--- config.mk ---
export PLATFORM = sky130hd
export DESIGN_NAME = mem_port_arbiter_flat
export DESIGN_NICKNAME = d
export VERILOG_FILES = /design/src/rtl/mem_port_arbiter_pkg.sv /design/src/rtl/mem_port_arbiter_if.sv /design/src/rtl/mem_port_arbiter_rd_tag_pipe.sv /design/src/rtl/mem_port_arbiter.sv /design/src/flat_wrapper.sv
export SDC_FILE = /design/constraint.sdc
export NUM_CORES = 1
export LEC_CHECK = 0
export CAP_MARGIN = 20
export CORE_ASPECT_RATIO = 0.5
export CORE_MARGIN = 2
export CORE_UTILIZATION = 25
export CTS_BUF_LIST = sky130_fd_sc_hd__clkbuf_4
export DETAILED_ROUTE_END_ITERATION = 7
export RECOVER_POWER = 25
export SLEW_MARGIN = 20
export SYNTH_ARGS = -nofsm -noshare
export SYNTH_HDL_FRONTEND = slang
export SYNTH_SLANG_ARGS = --single-unit
--- constraint.sdc ---
create_clock -name clk -period 3.4 [get_ports clk]
set_clock_uncertainty 0.1 [all_clocks]
set_input_delay 0.85 -clock clk [delete_from_list [all_inputs] [get_ports clk]]
set_output_delay 0.85 -clock clk [all_outputs]
set_load 0.03 [all_outputs]
--- src/rtl/mem_port_arbiter_pkg.sv ---
// Shared definitions for the fetch/data RAM port arbiter.
package mem_port_arbiter_pkg;

  // Port identifiers carried in the read-return tag.
  localparam logic PORT_I = 1'b0;
  localparam logic PORT_D = 1'b1;

  // Deepest RAM read latency the tag pipe is meant to cover.
  localparam int unsigned RD_LAT_MAX = 4;

  // One in-flight read: whether it exists and which port owns the return.
  typedef struct packed {
    logic valid;
    logic port;
  } rd_tag_t;

endpackage

--- src/rtl/mem_port_arbiter_if.sv ---
// Bundle of the fetch port, data port, RAM port and perf counters around the arbiter.
interface mem_port_arbiter_if #(
  parameter int unsigned ADDR_W = 14,
  parameter int unsigned CNT_W  = 32
);

  logic              i_req;
  logic [31:0]       i_addr;
  logic              i_gnt;
  logic              i_rvalid;
  logic [31:0]       i_rdata;

  logic              d_req;
  logic [31:0]       d_addr;
  logic [3:0]        d_wmask;
  logic [31:0]       d_wdata;
  logic              d_gnt;
  logic              d_rvalid;
  logic [31:0]       d_rdata;

  logic              ram_en;
  logic [ADDR_W-1:0] ram_addr;
  logic [3:0]        ram_wmask;
  logic [31:0]       ram_wdata;
  logic [31:0]       ram_rdata;

  logic [CNT_W-1:0]  wait_cnt;
  logic [CNT_W-1:0]  confl_cnt;

  // Core-side requesters plus the RAM macro.
  modport master (
    output i_req, i_addr, d_req, d_addr, d_wmask, d_wdata, ram_rdata,
    input  i_gnt, i_rvalid, i_rdata, d_gnt, d_rvalid, d_rdata,
    input  ram_en, ram_addr, ram_wmask, ram_wdata, wait_cnt, confl_cnt
  );

  // The arbiter itself.
  modport slave (
    input  i_req, i_addr, d_req, d_addr, d_wmask, d_wdata, ram_rdata,
    output i_gnt, i_rvalid, i_rdata, d_gnt, d_rvalid, d_rdata,
    output ram_en, ram_addr, ram_wmask, ram_wdata, wait_cnt, confl_cnt
  );

endinterface

--- src/rtl/mem_port_arbiter_rd_tag_pipe.sv ---
// RD_LAT-deep shift register of read tags, aligned with the RAM read latency.
module mem_port_arbiter_rd_tag_pipe
  import mem_port_arbiter_pkg::*;
#(
  parameter int unsigned RD_LAT = 1
) (
  input  logic    clk,
  input  logic    reset,
  input  rd_tag_t tag_in,
  output rd_tag_t tag_out
);

  rd_tag_t stage_q [RD_LAT];

  // Shift tags one stage per cycle; reset drops every in-flight return.
  always_ff @(posedge clk) begin
    if (reset) begin
      for (int i = 0; i < RD_LAT; i++) begin
        stage_q[i] <= '0;
      end
    end else begin
      stage_q[0] <= tag_in;
      for (int i = 1; i < RD_LAT; i++) begin
        stage_q[i] <= stage_q[i-1];
      end
    end
  end

  assign tag_out = stage_q[RD_LAT-1];

endmodule

--- src/rtl/mem_port_arbiter.sv ---
// Shares one single-port RAM between instruction fetch and data access.
// Data has priority; fetch is forced through after MAX_STREAK data grants in a row.
module mem_port_arbiter
  import mem_port_arbiter_pkg::*;
#(
  parameter int unsigned ADDR_W     = 14,
  parameter int unsigned RD_LAT     = 1,
  parameter int unsigned MAX_STREAK = 4,
  parameter int unsigned CNT_W      = 32
) (
  input logic               clk,
  input logic               reset,
  mem_port_arbiter_if.slave bus
);

  if (RD_LAT < 1 || RD_LAT > RD_LAT_MAX) begin : g_bad_rd_lat
    $error("mem_port_arbiter: RD_LAT out of range");
  end
  if (MAX_STREAK < 1 || MAX_STREAK > 15) begin : g_bad_streak
    $error("mem_port_arbiter: MAX_STREAK out of range");
  end

  localparam logic [3:0] StreakMax = 4'(MAX_STREAK);

  logic             i_gnt, d_gnt;
  logic             i_rvalid, d_rvalid;
  logic [3:0]       streak_q, streak_d;
  logic [31:0]      i_hold_q, d_hold_q;
  logic [CNT_W-1:0] wait_cnt_q, confl_cnt_q;
  rd_tag_t          tag_in, tag_out;

  // Byte-offset and out-of-range address bits are deliberately ignored.
  logic unused_addr_bits;
  assign unused_addr_bits = ^{bus.i_addr[1:0], bus.i_addr[31:ADDR_W+2],
                              bus.d_addr[1:0], bus.d_addr[31:ADDR_W+2]};

  // Same-cycle grant: data first unless fetch has waited through a full streak.
  always_comb begin
    i_gnt = 1'b0;
    d_gnt = 1'b0;
    if (!reset) begin
      if (bus.d_req && (!bus.i_req || streak_q != StreakMax)) begin
        d_gnt = 1'b1;
      end else if (bus.i_req) begin
        i_gnt = 1'b1;
      end
    end
  end

  // Steer the granted port onto the RAM; idle RAM inputs are parked at zero.
  always_comb begin
    bus.ram_en    = i_gnt | d_gnt;
    bus.ram_addr  = '0;
    bus.ram_wmask = 4'b0000;
    bus.ram_wdata = '0;
    if (d_gnt) begin
      bus.ram_addr  = bus.d_addr[ADDR_W+1:2];
      bus.ram_wmask = bus.d_wmask;
      bus.ram_wdata = bus.d_wdata;
    end else if (i_gnt) begin
      bus.ram_addr  = bus.i_addr[ADDR_W+1:2];
    end
  end

  assign bus.i_gnt = i_gnt;
  assign bus.d_gnt = d_gnt;

  // Only reads enter the pipe; stores never produce a return.
  always_comb begin
    tag_in.valid = i_gnt | (d_gnt & (bus.d_wmask == 4'b0000));
    tag_in.port  = d_gnt ? PORT_D : PORT_I;
  end

  mem_port_arbiter_rd_tag_pipe #(
    .RD_LAT (RD_LAT)
  ) u_rd_tag_pipe (
    .clk     (clk),
    .reset   (reset),
    .tag_in  (tag_in),
    .tag_out (tag_out)
  );

  assign i_rvalid = ~reset & tag_out.valid & (tag_out.port == PORT_I);
  assign d_rvalid = ~reset & tag_out.valid & (tag_out.port == PORT_D);

  assign bus.i_rvalid = i_rvalid;
  assign bus.d_rvalid = d_rvalid;
  assign bus.i_rdata  = i_rvalid ? bus.ram_rdata : i_hold_q;
  assign bus.d_rdata  = d_rvalid ? bus.ram_rdata : d_hold_q;

  // Count data grants taken while fetch waits; any fetch grant or fetch idle clears it.
  always_comb begin
    streak_d = streak_q;
    if (!bus.i_req || i_gnt) begin
      streak_d = 4'd0;
    end else if (d_gnt && streak_q != StreakMax) begin
      streak_d = streak_q + 4'd1;
    end
  end

  // Streak state register.
  always_ff @(posedge clk) begin
    if (reset) begin
      streak_q <= 4'd0;
    end else begin
      streak_q <= streak_d;
    end
  end

  // Capture each return so rdata stays stable until the next one.
  always_ff @(posedge clk) begin
    if (reset) begin
      i_hold_q <= '0;
      d_hold_q <= '0;
    end else begin
      if (i_rvalid) i_hold_q <= bus.ram_rdata;
      if (d_rvalid) d_hold_q <= bus.ram_rdata;
    end
  end

  // Free-running wrap-around performance counters.
  always_ff @(posedge clk) begin
    if (reset) begin
      wait_cnt_q  <= '0;
      confl_cnt_q <= '0;
    end else begin
      wait_cnt_q  <= wait_cnt_q + CNT_W'(bus.i_req & ~i_gnt);
      confl_cnt_q <= confl_cnt_q + CNT_W'(bus.i_req & bus.d_req);
    end
  end

  assign bus.wait_cnt  = wait_cnt_q;
  assign bus.confl_cnt = confl_cnt_q;

endmodule

--- src/flat_wrapper.sv ---
// flat-port wrapper written by rule: the top's interface ports become plain ports
module mem_port_arbiter_flat import mem_port_arbiter_pkg::*;
#(
  parameter int unsigned ADDR_W     = 14,
  parameter int unsigned RD_LAT     = 1,
  parameter int unsigned MAX_STREAK = 4,
  parameter int unsigned CNT_W      = 32
)
  (clk, reset, bus_i_req, bus_i_addr, bus_d_req, bus_d_addr, bus_d_wmask, bus_d_wdata, bus_ram_rdata, bus_i_gnt, bus_i_rvalid, bus_i_rdata, bus_d_gnt, bus_d_rvalid, bus_d_rdata, bus_ram_en, bus_ram_addr, bus_ram_wmask, bus_ram_wdata, bus_wait_cnt, bus_confl_cnt);
  mem_port_arbiter_if #(.ADDR_W(ADDR_W), .CNT_W(CNT_W)) bus_i ();
  input logic clk;
  input logic reset;
  input wire logic [$bits(bus_i.i_req)-1:0] bus_i_req;
  input wire logic [$bits(bus_i.i_addr)-1:0] bus_i_addr;
  input wire logic [$bits(bus_i.d_req)-1:0] bus_d_req;
  input wire logic [$bits(bus_i.d_addr)-1:0] bus_d_addr;
  input wire logic [$bits(bus_i.d_wmask)-1:0] bus_d_wmask;
  input wire logic [$bits(bus_i.d_wdata)-1:0] bus_d_wdata;
  input wire logic [$bits(bus_i.ram_rdata)-1:0] bus_ram_rdata;
  output wire logic [$bits(bus_i.i_gnt)-1:0] bus_i_gnt;
  output wire logic [$bits(bus_i.i_rvalid)-1:0] bus_i_rvalid;
  output wire logic [$bits(bus_i.i_rdata)-1:0] bus_i_rdata;
  output wire logic [$bits(bus_i.d_gnt)-1:0] bus_d_gnt;
  output wire logic [$bits(bus_i.d_rvalid)-1:0] bus_d_rvalid;
  output wire logic [$bits(bus_i.d_rdata)-1:0] bus_d_rdata;
  output wire logic [$bits(bus_i.ram_en)-1:0] bus_ram_en;
  output wire logic [$bits(bus_i.ram_addr)-1:0] bus_ram_addr;
  output wire logic [$bits(bus_i.ram_wmask)-1:0] bus_ram_wmask;
  output wire logic [$bits(bus_i.ram_wdata)-1:0] bus_ram_wdata;
  output wire logic [$bits(bus_i.wait_cnt)-1:0] bus_wait_cnt;
  output wire logic [$bits(bus_i.confl_cnt)-1:0] bus_confl_cnt;
  assign bus_i.i_req = bus_i_req;
  assign bus_i.i_addr = bus_i_addr;
  assign bus_i.d_req = bus_d_req;
  assign bus_i.d_addr = bus_d_addr;
  assign bus_i.d_wmask = bus_d_wmask;
  assign bus_i.d_wdata = bus_d_wdata;
  assign bus_i.ram_rdata = bus_ram_rdata;
  assign bus_i_gnt = bus_i.i_gnt;
  assign bus_i_rvalid = bus_i.i_rvalid;
  assign bus_i_rdata = bus_i.i_rdata;
  assign bus_d_gnt = bus_i.d_gnt;
  assign bus_d_rvalid = bus_i.d_rvalid;
  assign bus_d_rdata = bus_i.d_rdata;
  assign bus_ram_en = bus_i.ram_en;
  assign bus_ram_addr = bus_i.ram_addr;
  assign bus_ram_wmask = bus_i.ram_wmask;
  assign bus_ram_wdata = bus_i.ram_wdata;
  assign bus_wait_cnt = bus_i.wait_cnt;
  assign bus_confl_cnt = bus_i.confl_cnt;
  mem_port_arbiter #(.ADDR_W(ADDR_W), .RD_LAT(RD_LAT), .MAX_STREAK(MAX_STREAK), .CNT_W(CNT_W)) u_core (.clk(clk), .reset(reset), .bus(bus_i));
endmodule
; ---- Word-level counts from Yosys, hierarchy flattened
; Memories as Yosys holds them, arrays and structs flattened.
; Index checks and enable logic that the tools add are counted.
[totals]
register_bits = 132
ramBits = 2
output_inout_bits = 183
elab_cells = 46
n_memories = 1
[memory_table]
columns = name, depth, width, rd, rd_clocked_by_memory_dff, wr, line
row1 = u_core.u_rd_tag_pipe.stage_q, 1, 2, 1, 0, 1, mem_port_arbiter_rd_tag_pipe.sv:13  ; rd_tag_t stage_q [RD_LAT];
[classes]
addsub = 3
n_eq_ne = 1
mux = 17
bitwise_logic = 11
reduce_logical = 8
[op_table]
columns = cell, count
row1 = 2-to-1 mux 32 bit, 3
row2 = adder 32 bit, 2
row3 = AND 1 x 32 -> 32 bit, 1
row4 = NOT 1 -> 32 bit, 1
row5 = 2-to-1 mux 14 bit, 2
row6 = 2-to-1 mux 1 bit, 10
row7 = AND 1 bit, 5
row8 = "adder 4 x 1 -> 4 bit, second input constant", 1
row9 = zero test 4 bit, 1
row10 = 2-to-1 mux 4 bit, 1
row11 = "inequality test 4 x 3 -> 1 bit, second input constant", 1
row12 = OR reduction 2 bit, 2
row13 = logical AND 1 bit, 2
row14 = logical OR 1 bit, 2
row15 = 2-to-1 mux 2 bit, 1
row16 = NOT 1 bit, 2
row17 = bitwise OR 1 bit, 2
row18 = zero test 1 bit, 1

; ---- Depth between registers and ports, before layout
; Gate-level depths: netlist of run 1.
[logic_depth]
word_depth = 8
mapped_depth = 12
depth_no_buf = 11

; ---- Hierarchy
; From an unflattened synthesis of run 1, not the netlist that was laid out.
[hier_totals]
cells_unflattened = 686
area_unflattened_um2 = 6022.0
[modules_own_cells]
columns = mod, instances, cells_each, area_per_inst_um2, seq_area_each_um2
row1 = mem_port_arbiter, 1, 682, 5969.5, 2642.5
row2 = mem_port_arbiter_rd_tag_pipe, 1, 4, 52.6, 40.0

; ---- Worst setup path before layout of run 1
; No wires, ideal clock.
[synth_path]
kind = input-to-output
startpoint = in bus_i_req
endpoint = out bus_ram_addr[10]
arrival_time_ns = 2.319
setup_slack_ns = 0.131
cell_stages = 4
cell_sequence = nor2b_1 -> a21boi_1 -> clkbuf_1 -> a22o_1
[synth_between]
elab_chain_cells = 7
[synth_rtl]
columns = item, line
row1 = from (decl), flat_wrapper.sv:13  ; input wire logic [$bits(bus_i.i_req)-1:0] bus_i_req;
row2 = zero test 1 bit, mem_port_arbiter.sv:42  ; if (bus.d_req && (!bus.i_req || streak_q != StreakMax)) begin
row3 = logical OR 1 bit, mem_port_arbiter.sv:42
row4 = logical AND 1 bit, mem_port_arbiter.sv:42
row5 = 2-to-1 mux 1 bit *, mem_port_arbiter.sv:42
row6 = 2-to-1 mux 1 bit *, mem_port_arbiter.sv:41  ; if (!reset) begin
row7 = named net bus_i_gnt, flat_wrapper.sv:20  ; output wire logic [$bits(bus_i.i_gnt)-1:0] bus_i_gnt;
row8 = 2-to-1 mux 14 bit *, mem_port_arbiter.sv:60  ; end else if (i_gnt) begin
row9 = 2-to-1 mux 14 bit *, mem_port_arbiter.sv:56  ; if (d_gnt) begin
row10 = to (decl), flat_wrapper.sv:27  ; output wire logic [$bits(bus_i.ram_addr)-1:0] bus_ram_addr;
; The timed path passes the listed nets; every way through them passes the cells marked *.

; ---- Final worst setup path of run 1
[layout_path]
startpoint = in bus_d_req
endpoint = out bus_ram_wdata[12]
[layout_between]
elab_chain_cells = 4
[layout_rtl]
columns = item, line
row1 = from (decl), flat_wrapper.sv:15  ; input wire logic [$bits(bus_i.d_req)-1:0] bus_d_req;
row2 = logical AND 1 bit, mem_port_arbiter.sv:42
row3 = 2-to-1 mux 1 bit, mem_port_arbiter.sv:42
row4 = 2-to-1 mux 1 bit, mem_port_arbiter.sv:41
row5 = 2-to-1 mux 32 bit, mem_port_arbiter.sv:56
row6 = to (decl), flat_wrapper.sv:29  ; output wire logic [$bits(bus_i.ram_wdata)-1:0] bus_ram_wdata;
; No other way between the ends.

==> run summary, run 1 <==
Status -> completed
Vias/cell -> 4.50
Router iterations before antenna repair -> 4
Reg2reg end -> u_core.bus.wait_cnt[22]
Hold WC Path Type -> flip-flop to flip-flop
Critical path's most frequent cell -> buf_4
Vias in the first global route -> 5582
Root Driver -> clkbuf_4
Ports -> 319
Final setup fails -> 0
Clock sink count -> 134
Clock power frac -> 39.4%
Worst VDD drop -> 0.207 mV
Largest net degree at the start of global routing -> 57
Reg power frac -> 47.0%
Family with the most delay on the worst path -> buffers and inverters
First-pass GRT wire length -> 29000 µm
Syn Nets -> 782
GRT met2 Usage -> 24.0%
Util after Layout -> 40.4%
FF-to-FF setup slack -> 570 ps
Post-synth EDFFs -> 0
CP Cell Sequence -> clkdlybuf4s50_1 > buf_4 > nand2b_1 > a21oi_4 > buf_12 > clkbuf_16 > and2_1 > buf_4
Post-DRT Antenna Nets -> 0
Die X -> 224 µm
Hold WS -> 377 ps
Nets -> 1080
Hold_sp -> u_core.streak_q[0]
Main synth FF type -> dfxtp_1
TritonCTS clock tree -> built
Synth warn -> 0
Syn Inst Count -> 640
Hold path depth -> 1
Crit path DAT -> 2390 ps
Setup CP Type -> input port to output port
Setup ws final -> 60.5 ps
Total GRT Usage -> 14.2%
Initial core utilization -> 25.4%
PortBufs -> 282
WL final -> 18500 µm
Clk buf depth -> 2
Clock Latency Late Sink -> 560 ps
NetSw -> 0.849 mW
Clk pin slew, worst setup/hold paths -> 110 ps
Critical Path Slowest Stage Cell -> clkdlybuf4s50_1
Unique masters post-synth -> 37
Asr flop ratio synth -> 0%
Critical Path RT -> 2450 ps
Crit Path Max Fanout -> 16
Cells on worst reg2reg path -> 12
TritonCTS Buffers -> 17
Synthesized cell area -> 6070 µm²
Area grow syn2layout -> 59.3%
Residual DRC count -> 0
Post-route clock period utilization -> 98.2%
Global route hottest layer -> met2
Pint -> 2.54 mW
Max-Slew Margin vs Limit -> 60.1%
Largest stage delay on the critical path -> 540 ps
Hold endpoint -> u_core.streak_q[0]
Synthesized area per cell -> 9.48 µm²
Seq/Total Area, Yosys -> 44.2%
Register bit count reported by yosys -> 134
Routed wire per std cell -> 14.6 µm
H-tree levels -> 4
Comb pwr share -> 13.6%
Row cnt -> 40
Core area -> 23900 µm²
Sw Share -> 25.0%
GRT overflow -> 0
Max Fclk -> 0.299 GHz
Critical Path Sink Type -> output port
DR iter-0 viols -> 219
Worst slew pin tran -> 598 ps
Die ar. -> 25600 µm²
Share of layout cells above drive strength 1 -> 21.0%
Final Hold Viols -> 0
GR Util met3 -> 4.05%
Routability congestion estimate -> 0.779
Reg2Reg Launch Point -> u_core.streak_q[0]
PD cells -> 351 nW/µm²
Vias post-DR -> 5700
Static leakage -> 3.80 nW
HPWL after DPL -> 13700 µm
Max-slew violations -> 0
Initial antenna violation count -> 1
Place WS -> -181 ps
Worst setup SP type -> input port
# Max-Cap Violations -> 0
Crit path buf inv count -> 5
Final min period -> 3340 ps
Chip height -> 114 µm
Met1 Use GR -> 17.6%
-- layout by cell type, fill, tap and decap left out, types with 19 or more instances in the layout --
cell type        instances
nand2_1                 19
mux2_2                  50
clkdlybuf4s50_1        178
o31ai_1                 23
buf_4                  102
dfxtp_1                134
nor2_1                  29
and2_1                  37
a21oi_1                 40
or4_1                   25
dlygate4sd2_1           24
nand3_1                 24
nor2b_1                 70
-- registers in the layout, summed over array words and instances (netlist names) --
register	flops
u_core.streak_q	4
u_core.bus.wait_cnt	32
u_core.i_hold_q	32
u_core.bus.confl_cnt	32
u_core.u_rd_tag_pipe.stage_q	2
u_core.d_hold_q	32
-- worst max path at each step --
stage | startpoint | end | slack [ps] | cells after the start
2_1_floorplan | bus_i_req | bus_ram_addr[10] | 130 | 4
3_3_place_gp | bus_d_req | u_core.bus.confl_cnt[26] | -120 | 8
3_5_place_dp | bus_i_req | u_core.bus.wait_cnt[22] | -180 | 11
4_1_cts | bus_i_req | bus_ram_addr[0] | 6 | 6
5_1_grt | bus_d_req | bus_ram_wmask[1] | -9 | 8
6_report | bus_d_req | bus_ram_wdata[12] | 60 | 8
-- cells by family after synthesis --
logic type                 synth area share, %
DFF                                       44.2
muxes                                     12.0
buffers and inverters                     3.34
adders and majority gates                 1.24
and+or+nand+nor                           26.1
AOI/OAI and AO/OA                         10.0
xor gates and xnor gates                  3.03
-- per-stage QoR --
step,instances,area (µm²),TNS (ps),power (mW)
2_1_floorplan,640,6070,0,1.84
3_3_place_gp,1232,9280,-2360,2.09
3_5_place_dp,1232,9280,-3780,2.09
4_1_cts,1264,9620,0,3.46
5_1_grt,1267,9670,-17.1,3.56
6_report,1267,9670,0,3.39
-- routing by layer --
| layer | wire length, µm | vias to the layer above |
|---|---|---|
| met5 | 0 | - |
| met1 | 8550 | 2733 |
| met2 | 9090 | 73 |
| li1 | - | 2882 |
| met3 | 612 | 12 |
| met4 | 216 | 0 |
-- what timing repair did --
| item | in CTS | in global routing |
|---|---|---|
| setup endpoints to repair | 55 | 40 |
| hold buffers | 0 | 0 |
| buffers inserted | 0 | 1 |
| gates resized for setup | 25 | 2 |
| pin swaps | 0 | 1 |
| cloned | 0 | 1 |
-- area by class of cell --
cell class / instances / area, µm²
Clock buffer: 17 / 128
Fill cell: 2389 / 14300
Multi-Input combinational cell: 456 / 3200
Tap cell: 315 / 394
Antenna cell: 1 / 2.50
Sequential cell: 134 / 2680
Timing Repair Buffer: 316 / 2980
Inverter: 13 / 48.8
Clock inverter: 15 / 234
-- power by group through the flow --
stage	Sequential, mW	Combinational [mW]	Clock (mW)
after floorplan	1.64	0.203	0
after global placement	1.63	0.460	0
after detailed placement	1.63	0.462	0
after CTS	1.59	0.459	1.40
after global routing	1.60	0.488	1.47
final	1.59	0.461	1.34
-- cells in the mapped netlist (13+ instances only) --
| library cell | number | area, µm² |
|---|---|---|
| a21oi_1 | 41 | 205 |
| a22o_1 | 14 | 123 |
| and2_1 | 38 | 238 |
| clkbuf_1 | 29 | 109 |
| dfxtp_1 | 134 | 2680 |
| inv_1 | 13 | 48.8 |
| mux2_2 | 64 | 721 |
| nand2_1 | 19 | 71.3 |
| nand3_1 | 24 | 120 |
| nor2_1 | 29 | 109 |
| nor2b_1 | 70 | 438 |
| o21ai_0 | 17 | 85.1 |
| o31ai_1 | 23 | 173 |
| or3_1 | 15 | 93.8 |
| or4_1 | 25 | 188 |
| xnor2_1 | 16 | 140 |
-- worst reg2reg max path: stages, from the launching register on --
cell and delay (ps):
dfxtp_1 390, inv_1 60, ha_1 230, nand3b_1 150, a21boi_2 80, nor2b_1 120, ha_1 190, ha_1 170
nand3_1 100, or3_1 370, buf_12 160, or4_1 500, a21oi_1 160
Power figures use the tool's default switching activity.
==> inputs of run 2 (changes only) <==
==> constraint.sdc (replaced) <==
create_clock -name clk -period 3.4 [get_ports clk]
set_clock_uncertainty 0.1 [all_clocks]
set_input_delay 0.51 -clock clk [delete_from_list [all_inputs] [get_ports clk]]
set_output_delay 0.51 -clock clk [all_outputs]
set_load 0.03 [all_outputs]
==> run 2 against run 1 <==
Net effect: sequential share of layout area grew 0.47 points; die area unchanged; total power down 7.2%; register-to-register slack lost 100 ps; via count rose by 0.91%; cell area decreased by 1.7%; clock-buffer cell count is 2 higher; non-clock buffer count fell by 14; wire length grew 1.8%; flip-flop and latch count stayed put; core utilization down 0.67 points; critical endpoint is now bus_ram_wdata[9]; largest power group unchanged.
==> run summary, run 2 (same netlist as run 1, synthesis figures left out) <==
TritonCTS Buffers -> 17 (unchanged)
Clock Latency Late Sink -> 580 ps (+20 ps)
Design area -> 9510 µm² (-1.7%)
Finished Layout Cells -> 1253 (-1.1%)
Final TNS setup -> 0 ps (unchanged)
Reg2Reg Launch Point -> u_core.streak_q[0]
Largest stage delay on the critical path -> 410 ps (-130 ps)
Clk buf depth -> 2 (unchanged)
Commonest non-fill, non-tap cells in the layout -> 211 x clkdlybuf4s50_1, 134 x dfxtp_1, 70 x nor2b_1, 47 x mux2_2, 45 x buf_4
Status -> completed
Critical Path RT -> 2790 ps (+340 ps)
Critical Path Slowest Stage Cell -> dlygate4sd2_1
GRT overflow -> 0 (unchanged)
Share of layout cells above drive strength 1 -> 14.0% (-7.0 points)
Placed Instance Area -> 9280 µm² (unchanged)
DR iter-0 viols -> 227 (+3.7%)
Initial core utilization -> 25.4% (unchanged)
Vias in the first global route -> 5528 (-0.97%)
Largest net degree at the start of global routing -> 62 (+8.8%)
Reg power frac -> 50.6% (+3.6 points)
Row cnt -> 40 (unchanged)
Core area -> 23900 µm² (unchanged)
GRT met2 Usage -> 24.9% (+0.85 points)
Power Total -> 3.15 mW (-7.2%)
Clock power frac -> 35.1% (-4.3 points)
Global route hottest layer -> met2
Ports -> 319 (unchanged)
Post-CTS Hold Buffers -> 0 (unchanged)
PortBufs -> 282 (unchanged)
Vias/cell -> 4.59 (+2.0%)
WL final -> 18800 µm (+1.8%)
RSZ-0062 raised after global routing -> no
CP Cell Sequence -> inv_1 > ha_1 > and3b_1 > a21oi_2 > buf_12 > and2_1 > dlygate4sd2_1
Sw Share -> 26.3% (+1.3 points)
Crit Path Max Fanout -> 52 (+36)
Hold WC Path Type -> input port to flip-flop
Die ar. -> 25600 µm² (unchanged)
Cells on worst reg2reg path -> 11 (-1)
Max-Slew Margin vs Limit -> 43.7% (-16 points)
Max Fclk -> 0.320 GHz (+6.8%)
First-pass GRT wire length -> 29600 µm (+2.2%)
Util after Layout -> 39.8% (-0.67 points)
Residual DRC count -> 0 (unchanged)
Post-route clock period utilization -> 92.0% (-6.2 points)
Worst slew pin tran -> 845 ps (+247 ps)
Total GRT Usage -> 14.7% (+0.42 points)
Worst VDD drop -> 0.188 mV (-9.4%)
Max-slew violations -> 0 (unchanged)
FF-to-FF setup slack -> 470 ps (-100 ps)
NetSw -> 0.829 mW (-2.3%)
Met1 Use GR -> 18.1% (+0.48 points)
Initial antenna violation count -> 1 (unchanged)
Crit path buf inv count -> 3 (-2)
# Max-Cap Violations -> 0 (unchanged)
Final Hold Viols -> 0 (unchanged)
PD cells -> 331 nW/µm² (-5.6%)
Nets -> 1066 (-1.3%)
Chip height -> 114 µm (unchanged)
Final setup fails -> 0 (unchanged)
Comb pwr share -> 14.3% (+0.7 points)
Pint -> 2.32 mW (-8.8%)
Hold path depth -> 4 (+3)
Reg2reg end -> u_core.bus.wait_cnt[22]
Die X -> 224 µm (unchanged)
Commonest non-fill, non-tap cell in the layout -> clkdlybuf4s50_1
GR Util met3 -> 3.70% (-0.36 points)
Routability congestion estimate -> 0.791 (+1.5%)
Final min period -> 3130 ps (-212 ps)
Area grow syn2layout -> 56.7%
Root Driver -> clkbuf_4
Crit path DAT -> 2520 ps (+130 ps)
Placed insts -> 1220 (-0.97%)
Setup CP Type -> flip-flop to output port
H-tree levels -> 4 (unchanged)
Router iterations before antenna repair -> 4 (unchanged)
Hold_sp -> reset
Routed wire per std cell -> 15.0 µm (+2.9%)
Family with the most delay on the worst path -> buffers and inverters
Hold endpoint -> u_core.streak_q[0]
Vias post-DR -> 5752 (+0.91%)
Critical Path Sink Type -> output port
HPWL after DPL -> 13900 µm (+1.3%)
TritonCTS clock tree -> built
Worst setup SP type -> flip-flop
Clk pin slew, worst setup/hold paths -> 110 ps (about the same)
Static leakage -> 3.63 nW (-4.5%)
Clock sink count -> 134 (unchanged)
Post-DRT Antenna Nets -> 0 (unchanged)
run 2: cell count changes in the layout (fill, tap and decap cells not counted), sizes merged:
cell,delta
buf,-61
clkdlybuf4s50,+33
dlygate4sd2,+11
bufinv,-3
clkbuf,+3
clkinv,+1
dlygate4sd3,+1
dlymetal6s2s,+1
run 2: layout make-up:
type / count / area (µm²)
fillers: 2420 / 14400
multi-input cells: 456 / 3190
repair buffers: 302 / 2910
flip-flops and latches: 134 / 2680
well taps: 315 / 394
clock buffers: 19 / 143
clock inverters: 13 / 138
inverters: 13 / 48.8
diodes: 1 / 2.50
run 2: power by group through the flow:
stage	Combinational [mW]	Sequential [mW]	Clock (mW)
after global placement	0.462	1.63	0
after global routing	0.475	1.60	1.23
final	0.451	1.59	1.11
after CTS	0.457	1.59	1.15
after floorplan	0.203	1.64	0
after detailed placement	0.466	1.63	0
run 2: worst min-delay path: cells and delay by family:
family	cells	cell delay (ps)
buffers and inverters	1	120
AND/OR/NAND/NOR	3	270
run 2: worst max-delay path by stage:
stage | startpoint | to | slack [ps] | cells after the start
after floorplan | u_core.streak_q[0] | u_core.bus.wait_cnt[26] | 550 | 12
after global placement | bus_i_req | u_core.bus.wait_cnt[24] | 150 | 10
after detailed placement | bus_i_req | u_core.bus.wait_cnt[22] | 120 | 10
after CTS | u_core.streak_q[0] | bus_d_gnt | 70 | 6
after global routing | u_core.streak_q[0] | bus_ram_wmask[1] | 90 | 7
final | u_core.streak_q[0] | bus_ram_wdata[9] | 270 | 7
run 2: stage by stage:
stage	worst slack, ps	hold slack, ps
after global routing	85.8	226
after CTS	69.7	198
after global placement	150	348
after detailed placement	122	359
after floorplan	552	330
final	273	256
run 2: routing by layer:
| layer | vias up | routed length [µm] |
|---|---|---|
| li1 | 2853 | - |
| met5 | - | 0 |
| met1 | 2789 | 8540 |
| met3 | 19 | 629 |
| met2 | 91 | 9290 |
| met4 | 0 | 344 |
run 2: timing repair:
action | in CTS | in global routing
buffers inserted | 0 | 0
gates resized for setup | 35 | 1
endpoints found under the setup margin | 35 | 1
==> inputs of run 3 (changes only) <==
- CORE_UTILIZATION: 25 -> 41
- PLACE_DENSITY_LB_ADDON: default -> 0.15
==> run 3 against run 2 <==
Net effect: the flow now finishes with violations (capacitance limit, slew limit); first-iteration DRC count grew 8.4%; critical path depth shrank 1; sequential share of layout area grew 0.15 points; flip-flop and latch count is the same; wire length shrank 5.7%; combinational power is essentially flat; die area shrank 38%; total power grew 0.21%; clock-buffer cell count shrank 1; highest routed layer unchanged.
==> run summary, run 3 (same netlist as run 1, synthesis figures left out) <==
Setup ws final -> 268 ps (-5.34 ps)
Row cnt -> 31 (-23%)
Static leakage -> 3.97 nW (+9.5%)
Die ar. -> 15900 µm² (-38%)
GRT overflow -> 0 (unchanged)
Final setup fails -> 0 (unchanged)
Final TNS setup -> 0 ps (unchanged)
Vias/cell -> 5.08 (+11%)
Router iterations before antenna repair -> 4 (unchanged)
RSZ-0062 raised after global routing -> no
Worst VDD drop -> 0.213 mV (+13%)
Crit Path Max Fanout -> 52 (unchanged)
Routed wire per std cell -> 15.7 µm (+4.9%)
Worst setup SP type -> flip-flop
Final Hold Viols -> 0 (unchanged)
FF-to-FF setup slack -> 390 ps (-80 ps)
Worst slew pin tran -> 1930 ps (+1080 ps)
PortBufs -> 282 (unchanged)
Die X -> 176 µm (-22%)
# Max-Cap Violations -> 1 (+1)
First-pass GRT wire length -> 27800 µm (-6.2%)
Critical Path RT -> 2790 ps (about the same)
H-tree levels -> 4 (unchanged)
WL final -> 17700 µm (-5.7%)
Vias post-DR -> 5726 (-0.45%)
Multi-input logic area -> 3190 µm² (unchanged)
Largest net degree at the start of global routing -> 93 (+50%)
Design area -> 9460 µm² (-0.54%)
Core area -> 14500 µm² (-40%)
Status -> complete, but fails checks
Hold WS -> 310 ps (+54.0 ps)
Placed insts -> 1095 (-10%)
Residual DRC count -> 0 (unchanged)
Final min period -> 3130 ps (+5.34 ps)
Clk pin slew, worst setup/hold paths -> 100 ps (about the same)
Vias in the first global route -> 5481 (-0.85%)
Root Driver -> clkbuf_4
Total GRT Usage -> 21.7% (+7.0 points)
Storage cell area -> 2680 µm² (unchanged)
Routability congestion estimate -> 0.827 (+4.5%)
Critical Path Sink Type -> output port
Area grow syn2layout -> 55.9%
Failing checks -> capacitance limit, slew limit
Share of layout cells above drive strength 1 -> 12.5% (-1.5 points)
Commonest non-fill, non-tap cells in the layout -> 230 x clkdlybuf4s50_1, 134 x dfxtp_1, 70 x nor2b_1, 55 x mux2_2, 40 x a21oi_1
Reg2reg end -> u_core.bus.wait_cnt[28]
Place WS -> 36.6 ps (-85.7 ps)
Ports -> 319 (unchanged)
Chip height -> 90.0 µm (-21%)
Post-DRT Antenna Nets -> 0 (unchanged)
Cells on worst reg2reg path -> 11 (unchanged)
Hold WC Path Type -> input port to flip-flop
DR iter-0 viols -> 246 (+8.4%)
HPWL after DPL -> 12500 µm (-10%)
Initial antenna violation count -> 1 (unchanged)
Clock Latency Late Sink -> 510 ps (-70 ps)
Initial core utilization -> 42.0% (+17 points)
Max-Slew Margin vs Limit -> -28.5% (-72 points)
PD cells -> 334 nW/µm² (+0.75%)
Finished Layout Cells -> 1127 (-10%)
Max Fclk -> 0.319 GHz (-0.17%)
Hold path depth -> 2 (-2)
Nets -> 1058 (-0.75%)
Crit path DAT -> 2520 ps (about the same)
Fillers -> 1230 (-49%)
Post-CTS Hold Buffers -> 0 (unchanged)
Hold endpoint -> u_core.bus.wait_cnt[0]
Post-route clock period utilization -> 92.1% (+0.16 points)
Commonest non-fill, non-tap cell in the layout -> clkdlybuf4s50_1
Max-slew violations -> 93 (+93)
Setup CP Type -> flip-flop to output port
Clk buf depth -> 2 (unchanged)
Clock sink count -> 134 (unchanged)
Placed Instance Area -> 9080 µm² (-2.1%)
TritonCTS Buffers -> 17 (unchanged)
Reg2Reg Launch Point -> u_core.streak_q[0]
TritonCTS clock tree -> built
Hold_sp -> reset
-- run 3: cell count changes in the layout (fill, tap and decap cells not counted), sizes merged --
cell	delta
dlygate4sd2	-35
dlymetal6s2s	+35
buf	-25
clkdlybuf4s50	+19
clkinv	-3
clkbuf	-2
clkinvlp	+2
dlygate4sd3	-1
inv	+1
-- run 3: report_power, final --
part / internal [mW] / switching [mW]
registers: 1.59 / 0.00748
clock network: 0.511 / 0.599
logic: 0.230 / 0.222
-- run 3: metal layers --
layer,share of wire [%],vias to the layer above,GRT usage [%]
met5,0,-,0
met4,1.2,0,5.85
met3,7.2,18,7.78
met2,46,135,35.0
met1,46,2731,27.4
li1,-,2842,-
-- run 3: final cells by class --
type                            count  share of cell area (%)
Multi-Input combinational cell    456                    33.8
Antenna cell                        1                  0.0265
Timing Repair Buffer              294                    31.6
Clock buffer                       18                    1.43
Inverter                           13                   0.516
Sequential cell                   134                    28.4
Clock inverter                     13                    1.65
Tap cell                          198                    2.62
-- run 3: what timing repair did --
item,CTS,global route
gates resized for setup,0,36
endpoints found under the setup margin,0,36
setup buffers,0,0
-- run 3: how the worst max path moves through the flow --
stage | start | endpoint | slack, ps
2_1_floorplan | u_core.streak_q[0] | u_core.bus.wait_cnt[26] | 550
3_3_place_gp | bus_i_req | u_core.bus.wait_cnt[28] | 80
3_5_place_dp | bus_i_req | u_core.bus.wait_cnt[28] | 40
4_1_cts | u_core.streak_q[0] | bus_ram_wdata[27] | 20
5_1_grt | u_core.streak_q[0] | bus_d_gnt | 90
6_report | u_core.streak_q[0] | bus_d_gnt | 270
-- run 3: critical path, stage by stage, from the launching register on --
cell and delay, ps:
dfxtp_1 380, inv_1 60, ha_1 230, and3b_1 240, a21oi_2 190, buf_12 220
clkdlybuf4s50_1 700
-- run 3: stage by stage --
stage	power [mW]	util (%)
after global routing	3.29	65.4
after detailed placement	2.08	62.8
after floorplan	1.84	-
final	3.16	65.4
after CTS	3.20	64.8
after global placement	2.08	62.8
